<file path="config.mk">
export PLATFORM = sky130hd
export DESIGN_NAME = peri_leds
export DESIGN_NICKNAME = d
export VERILOG_FILES = /design/src/rtl/peri_leds.sv
export SDC_FILE = /design/constraint.sdc
export NUM_CORES = 1
export LEC_CHECK = 0
export ABC_AREA = 1
export ABC_CLOCK_PERIOD_IN_PS = 2320
export CORE_ASPECT_RATIO = 1.5
export CORE_MARGIN = 2
export CORE_UTILIZATION = 50
export DETAILED_ROUTE_END_ITERATION = 6
export PLACE_DENSITY = 0.85
export SLEW_MARGIN = 20
export SYNTH_ARGS = -nofsm -noshare
export SYNTH_HDL_FRONTEND = slang
export SYNTH_SLANG_ARGS = --single-unit
</file>
<file path="constraint.sdc">
create_clock -name clk_i -period 2.32 [get_ports clk_i]
set_input_delay 0.232 -clock clk_i [delete_from_list [all_inputs] [get_ports clk_i]]
set_output_delay 0.232 -clock clk_i [all_outputs]
set_load 0.01 [all_outputs]
</file>
<file path="src/rtl/peri_leds.sv">
// LED output peripheral: control register (pattern/blink/rate/dim) plus a hardware blink engine.
// Optional PWM dimming is enabled by defining PERI_LEDS_PWM_EN.
module peri_leds #(
  parameter int BASE_CYCLES = 156_250,
  parameter int NUM_LEDS    = 16
) (
  input  logic                clk_i,
  input  logic                reset_i,
  input  logic                we_i,
  input  logic [31:0]         data_i,
  output logic [31:0]         data_o,
  output logic [NUM_LEDS-1:0] leds_o
);

  localparam int CW = $clog2(BASE_CYCLES * 128);
  localparam logic [CW-1:0] BASE_W = CW'(BASE_CYCLES);

`ifdef PERI_LEDS_PWM_EN
  localparam logic [31:0] WMASK = 32'h00FF_FFFF;
`else
  localparam logic [31:0] WMASK = 32'h000F_FFFF;
`endif

  logic [31:0]         ctrl;
  logic [CW-1:0]       blink_cnt;
  logic [CW-1:0]       half_m1;
  logic                phase;
  logic                blink_en;
  logic                tc;
  logic                pwm_on;
  logic [2:0]          rate;
  logic [NUM_LEDS-1:0] pattern;

  assign data_o   = ctrl;
  assign pattern  = ctrl[NUM_LEDS-1:0];
  assign blink_en = ctrl[16];
  assign rate     = ctrl[19:17];

  // Modular CW-bit arithmetic keeps the terminal count correct even when
  // BASE_CYCLES<<7 lands exactly on 2**CW.
  always_comb begin
    half_m1 = (BASE_W << rate) - CW'(1);
    tc      = blink_en && (blink_cnt == half_m1);
  end

  always_ff @(posedge clk_i) begin
    if (reset_i) begin
      ctrl      <= '0;
      blink_cnt <= '0;
      phase     <= 1'b1;
    end else if (we_i) begin
      ctrl      <= data_i & WMASK;
      blink_cnt <= '0;
      phase     <= 1'b1;
    end else if (!blink_en) begin
      blink_cnt <= '0;
      phase     <= 1'b1;
    end else if (tc) begin
      blink_cnt <= '0;
      phase     <= ~phase;
    end else begin
      blink_cnt <= blink_cnt + CW'(1);
    end
  end

`ifdef PERI_LEDS_PWM_EN
  logic [3:0] pwm_cnt;

  always_ff @(posedge clk_i) begin
    if (reset_i) pwm_cnt <= '0;
    else         pwm_cnt <= pwm_cnt + 4'd1;
  end

  assign pwm_on = (pwm_cnt >= ctrl[23:20]);
`else
  assign pwm_on = 1'b1;
`endif

  always_ff @(posedge clk_i) begin
    if (reset_i) leds_o <= '0;
    else         leds_o <= pattern & {NUM_LEDS{phase}} & {NUM_LEDS{pwm_on}};
  end

endmodule
</file>
==> impl_results.md, run 1 <==
- DPL Wire Length: 6.24 mm
- Peak supply drop: 0.474 mV
- #FFs+latches synth: 62
- CTS tree: done
- Critical path capture point type: flop
- Clk pwr share: 0.391
- Period utilisation layout: 0.970
- M3 GR Usage: 0.0694
- Most Crowded Layer GR: met2
- WP data arrival: 2.50 ns
- CP Launch Type: flop
- Die ar.: 7440 um^2
- Synthesized area: 3380 um^2
- Footprint of the multi-input gates: approximately 1900 um^2
- CP Launch Point: data_o[17]
- Share of cells above drive strength 1: 0.125
- Met1 Use GR: 0.243
- Net Sw Frac: 0.270
- Area of the core: 6530 um^2
- Final Hold Viols: 0
- Worst-margin pin slew: between 0.6 and 0.7 ns
- Die Ht: 105 um
- First-pass GRT wire length: 13.9 mm
- DRC: 0
- Total power: 0.00263 W
- Final setup margin: about 0.07 ns
- Sequential Area: 1250 um^2
- Clk_lat worst skew: 0.35 ns
- DR WL/cell: 13.4 um
- Critical path class: flop to flop
- Placed insts: 626
- Hold WC Path Type: primary input to flop
- Clock transition at path regs: approximately 0.07 ns
- Max clock buf depth: 2
- Worst slack, placed: 0.0704 ns
- Fill count: 507
- Cell internal pwr: 0.00192 W
- Fin nets: about 610
- Post-DR vias/cell: between 5 and 6
- Largest net degree at the start of global routing: 25
- Worst path required time: approximately 2.6 ns
- RePlAce Congestion: 0.968
- Detailed Routing Iterations Pass 1: 5
- H-tree Lvls: 3
- Clock buffer count from CTS: 9
- Post-synth top area share: 0.367
- Setup Skew: 0.00500 ns
- Layout area overhead: 31.2%
- Initial drt markers: 229
- Hold path start: data_i[16]
- Vias in the first global route: 3,212
- Antenna viol nets, final: 0
- Reg2reg start: data_o[17]
- Gate power share: 0.181
- Total track usage: 0.234
- Syn Inst Count: 497
- Seq/Total Area, Yosys: 0.367
- Reported max-cap violation count: 0
- Leak Pwr: 1.87 nW
- Clock Sink Count: 62
- Routed wire length: 8.68 mm
- Fmax: ~440 MHz
- Relative slew margins: 0.582
- Synth area leader: dfxtp_1
- Slew Limit Fails: 0
- Total grt overflow: 0
- Top cells by area, synth: dfxtp_1, nand2_1, nor2_1
- Syn avg cell area: 6.80 um^2
- Reg power frac: 0.428
- Antenna Cells: 0
- Count of final setup violators: 0
- Initial antenna violation count: 0
- Worst-path fanout max: 7
- Port Buffer Count: 58
- Ports: 83
- Initial Util: 0.517
- CTS Root Cell: clkbuf_8
- GRT met2 Usage: 0.411
- Yosys cell types: 30
- Finished Layout Cells: around 650
- Tmin final: 2.25 ns
- Die X: 71.1 um
- Yosys warns: 0
- Site Rows: 36
- Cell Pwr Density: approximately 590 nW/um^2
- Status: complete, no violations
- P_sw: a little over 0.0007 W
- Vias: approximately 3.3k
synthesized netlist by cell type (all sizes together):
cell,n
nand2,112
nor2,107
dfxtp,62
inv,54
nand3,37
o21ai,28
xor2,28
buf,20
nand4,11
clkbuf,8
ha,8
nor3,6
a21oi,5
xnor2,3
a21o,2
or2,2
and2,1
conb,1
nand3b,1
nor3b,1
layout by cell type (no fill, tap or decap), drive strengths merged, types with 2 or more instances in the layout:
cell type,instances
o21ai,28
inv,54
clkdlybuf4s50,58
nand3,37
conb,12
clkbuf,13
bufinv,2
a21o,2
buf,15
ha,8
or2,2
nand2,112
nand4,11
nor3,6
xnor2,3
dfxtp,62
a21oi,5
xor2,28
nor2,107
routing by layer:
metal  up-vias  share of wire  wire (um)
met5         -              0          0
met4         0          0.038        331
met3        27          0.075        655
met2       130           0.51       4440
met1      1507           0.37       3250
li1       1651              -          -
logic make-up after synthesis:
logic type	count (synthesis)	share of synthesized area
DFF	62	0.367
and+or+nand+nor	278	0.354
adders and majority gates	8	0.0296
buffers and inverters	82	0.114
AOI/OAI and AO/OA	35	0.0533
xor gates and xnor gates	31	0.0804
other	1	0.00111
worst max-delay path, stage by stage (launching register included):
cell and delay, ns:
dfxtp_2 0.35, inv_4 0.06, ha_4 0.29, inv_1 0.06, nand2_2 0.11, nand2_2 0.08, nand2_2 0.06, nand2_2 0.06
inv_2 0.06, nand3_2 0.05, nor2_2 0.13, nand4_1 0.13, nor2_1 0.16, nand4_1 0.17, nand2_4 0.18, clkbuf_16 0.17
nor2_1 0.04
final timing paths:
kind / endpoint / slack [ns] / cells past startpoint
setup / recovery: blink_cnt[23] / 0.07 / 16
hold / removal: data_o[16] / 0.44 / 3
setup reg to reg: blink_cnt[23] / 0.07 / 16
hold reg to reg: leds_o[10] / 0.45 / 2
final cells by class:
| class | count | area share |
|---|---|---|
| repair buffers | 75 | 0.174 |
| clock inverters | 4 | 0.0164 |
| inverters | 54 | 0.0463 |
| clock buffers | 11 | 0.0296 |
| multi-input cells | 364 | 0.431 |
| well taps | 76 | 0.0215 |
| flip-flops and latches | 62 | 0.281 |
power by group through the flow:
stage                     sequential, W  combinational (W)  clock (W)
after detailed placement        0.00115           0.000419          0
final                           0.00112           0.000476    0.00103
after floorplan                 0.00117           0.000237          0
after global placement          0.00114           0.000415          0
after global routing            0.00113           0.000522    0.00109
after CTS                       0.00112           0.000422    0.00104
registers in the layout (all words and copies together) (netlist names):
signal and count:
phase 1, blink_cnt 25, leds_o 16, data_o 20
through the flow:
step	TNS [ns]	hold slack, ns	instance area, um^2	util
3_5_place_dp	0	0.443	4030	0.617
5_1_grt	-0.164	0.464	4430	0.679
2_1_floorplan	0	0.367	3420	-
4_1_cts	0	0.429	4230	0.648
3_3_place_gp	0	0.434	4030	0.617
6_report	0	0.442	4430	0.679
timing repair:
action                                 4_1_cts  5_1_grt
hold buffers                                 0        0
endpoints found under the hold margin        0        0
setup endpoints to repair                    0       25
setup buffers                                0        3
gates resized for setup                      0       35
Power figures use the tool's default switching activity.
==> run 2: changes to the inputs <==
CELL_PAD_IN_SITES_DETAIL_PLACEMENT = 1   (was default)
CELL_PAD_IN_SITES_GLOBAL_PLACEMENT = 1   (was default)
CORE_UTILIZATION = 35   (was 50)
==> impl_results.md, run 2 (synthesis results as in run 1) <==
- Max clock buf depth: 2
- Post-DR vias/cell: around 5
- Final cell utilization of the core: 0.494
- Biggest register: blink_cnt
- Initial antenna violation count: 0
- Vias: 3,417
- DPL Wire Length: slightly above 8 mm
- Critical path capture point type: flop
- Period utilisation layout: 0.989
- CP Launch Type: flop
- Peak supply drop: about 0.37 mV
- Initial drt markers: 141
- Largest net degree at the start of global routing: 25
- Status: complete, no violations
- Setup Skew: 0.00702 ns
- Ports: 83
- Hold path start: data_o[8]
- Reported max-cap violation count: 0
- Fin nets: 611
- Placed insts: 662
- Most frequent cells in the layout: nand2_1, nor2_1, dfxtp_1, clkdlybuf4s50_1, inv_1
- Most common cell after layout, fill and taps aside: nand2_1
- DRC: 0
- Hold Worst Slack: ~0.46 ns
- Antenna viol nets, final: 0
- Cell Pwr Density: 651 nW/um^2
- Clock buffer count from CTS: 9
- CTS Root Cell: clkbuf_16
- Relative slew margins: 0.513
- Slew Limit Fails: 0
- Routed wire length: around 11 mm
- Site Rows: 43
- Clock transition at path regs: 0.05 ns
- Critical path class: flop to flop
- WP data arrival: between 2 and 3 ns
- CTS tree: done
- Share of cells above drive strength 1: 0.145
- Detailed Routing Iterations Pass 1: 4
- Port Buffer Count: between 50 and 60
- Clock Sink Count: 62
- Worst path required time: 2.54 ns
- Total grt overflow: 0
- Fmax: approximately 440 MHz
- Initial Util: 0.363
- Die Ht: 124 um
- Worst-path fanout max: 7
- DR WL/cell: between 15 and 20 um
- Cts hold-fix bufs: 0
- Vias in the first global route: approximately 3.8k
- Clk_lat worst skew: about 0.33 ns
- Tmin final: between 2 and 2.5 ns
- Worst-margin pin slew: 0.729 ns
- Number of flip-flops in the largest register: 25
- RePlAce Congestion: 0.922
- Count of final setup violators: 0
- Total track usage: 0.211
- Hold WC Path Type: flop to flop
- Area of the core: 9310 um^2
- Finished Layout Cells: 685
- Antenna Cells: 0
- Final Hold Viols: 0
- Die ar.: 10,500 um^2
- H-tree Lvls: 3
- Post-route setup TNS: 0 ns
- First-pass GRT wire length: around 18 mm
- Layout area overhead: 36.1%
- Die X: 84.2 um
- Fill count: 1,206
- Reg2reg start: data_o[18]
- RSZ-0062 raised after global routing: yes
- Leak Pwr: about 1.9 nW
- CP Launch Point: data_o[18]
[run 2: per-stage QoR]
stage               total power [W]  cell area [um^2]  setup WS, ns
detailed placement          0.00159              4060       -0.0349
global placement            0.00157              4060        0.0935
CTS                         0.00297              4380       0.00274
floorplan                   0.00140              3420         0.111
global route                0.00312              4600        -0.133
finish                      0.00299              4600        0.0262
[run 2: critical path: stages (launching register included)]
cell       delay (ns)
dfxtp_4          0.37
buf_8            0.12
ha_4             0.18
buf_4            0.14
inv_1            0.05
nand2_1          0.06
nand3_1          0.09
nor2_2           0.14
nand2_1          0.12
nand3_2          0.10
nand3_1          0.09
nor3_1           0.15
nand4_1          0.17
nand2_4          0.18
clkbuf_16        0.18
nor2_2           0.04
[run 2: area by class of cell]
cell class | count | area [um^2] | area share
clock buffer | 13 | 260 | 0.0566
clock inverter | 3 | 42.5 | 0.00925
multi-input combinational | 364 | 1920 | 0.417
tap | 112 | 140 | 0.0305
timing repair buffer | 77 | 782 | 0.170
sequential | 62 | 1250 | 0.271
inverter | 54 | 208 | 0.0452
[run 2: repair_timing]
action | 4_1_cts | 5_1_grt
pin swaps | 0 | 11
gates resized for setup | 4 | 42
cloned | 0 | 3
buffers inserted | 0 | 4
endpoints found under the setup margin | 24 | 26
[run 2: path summary, 6_finish.rpt]
path,cells after the start,slack (ns),to
worst max-delay path,15,0.03,blink_cnt[16]
worst min-delay path,2,0.46,leds_o[8]
worst max register to register,15,0.03,blink_cnt[16]
worst min register to register,2,0.46,leds_o[8]
[run 2: metal layers]
| layer | track usage | share of wire | up-vias |
|---|---|---|---|
| met1 | 0.195 | 0.36 | 1638 |
| met2 | 0.398 | 0.55 | 87 |
| met5 | 0 | 0 | - |
| met4 | 0.120 | 0.044 | 0 |
| li1 | - | - | 1658 |
| met3 | 0.0596 | 0.042 | 34 |
[run 2: where the power goes]
| group | internal (W) | switching (W) | leakage (nW) |
|---|---|---|---|
| Clock | 0.000888 | 0.000477 | 0.146 |
| Sequential | 0.00110 | 0.0000268 | 0.508 |
| Combinational | 0.000221 | 0.000275 | 1.27 |
| Total | 0.00221 | 0.000779 | 1.92 |
==> run 3: changes to the inputs <==
CTS_CLUSTER_DIAMETER = 120   (was default)
==> results of run 3 <==
Final layout, timing and power as in run 2 (identical DEF).
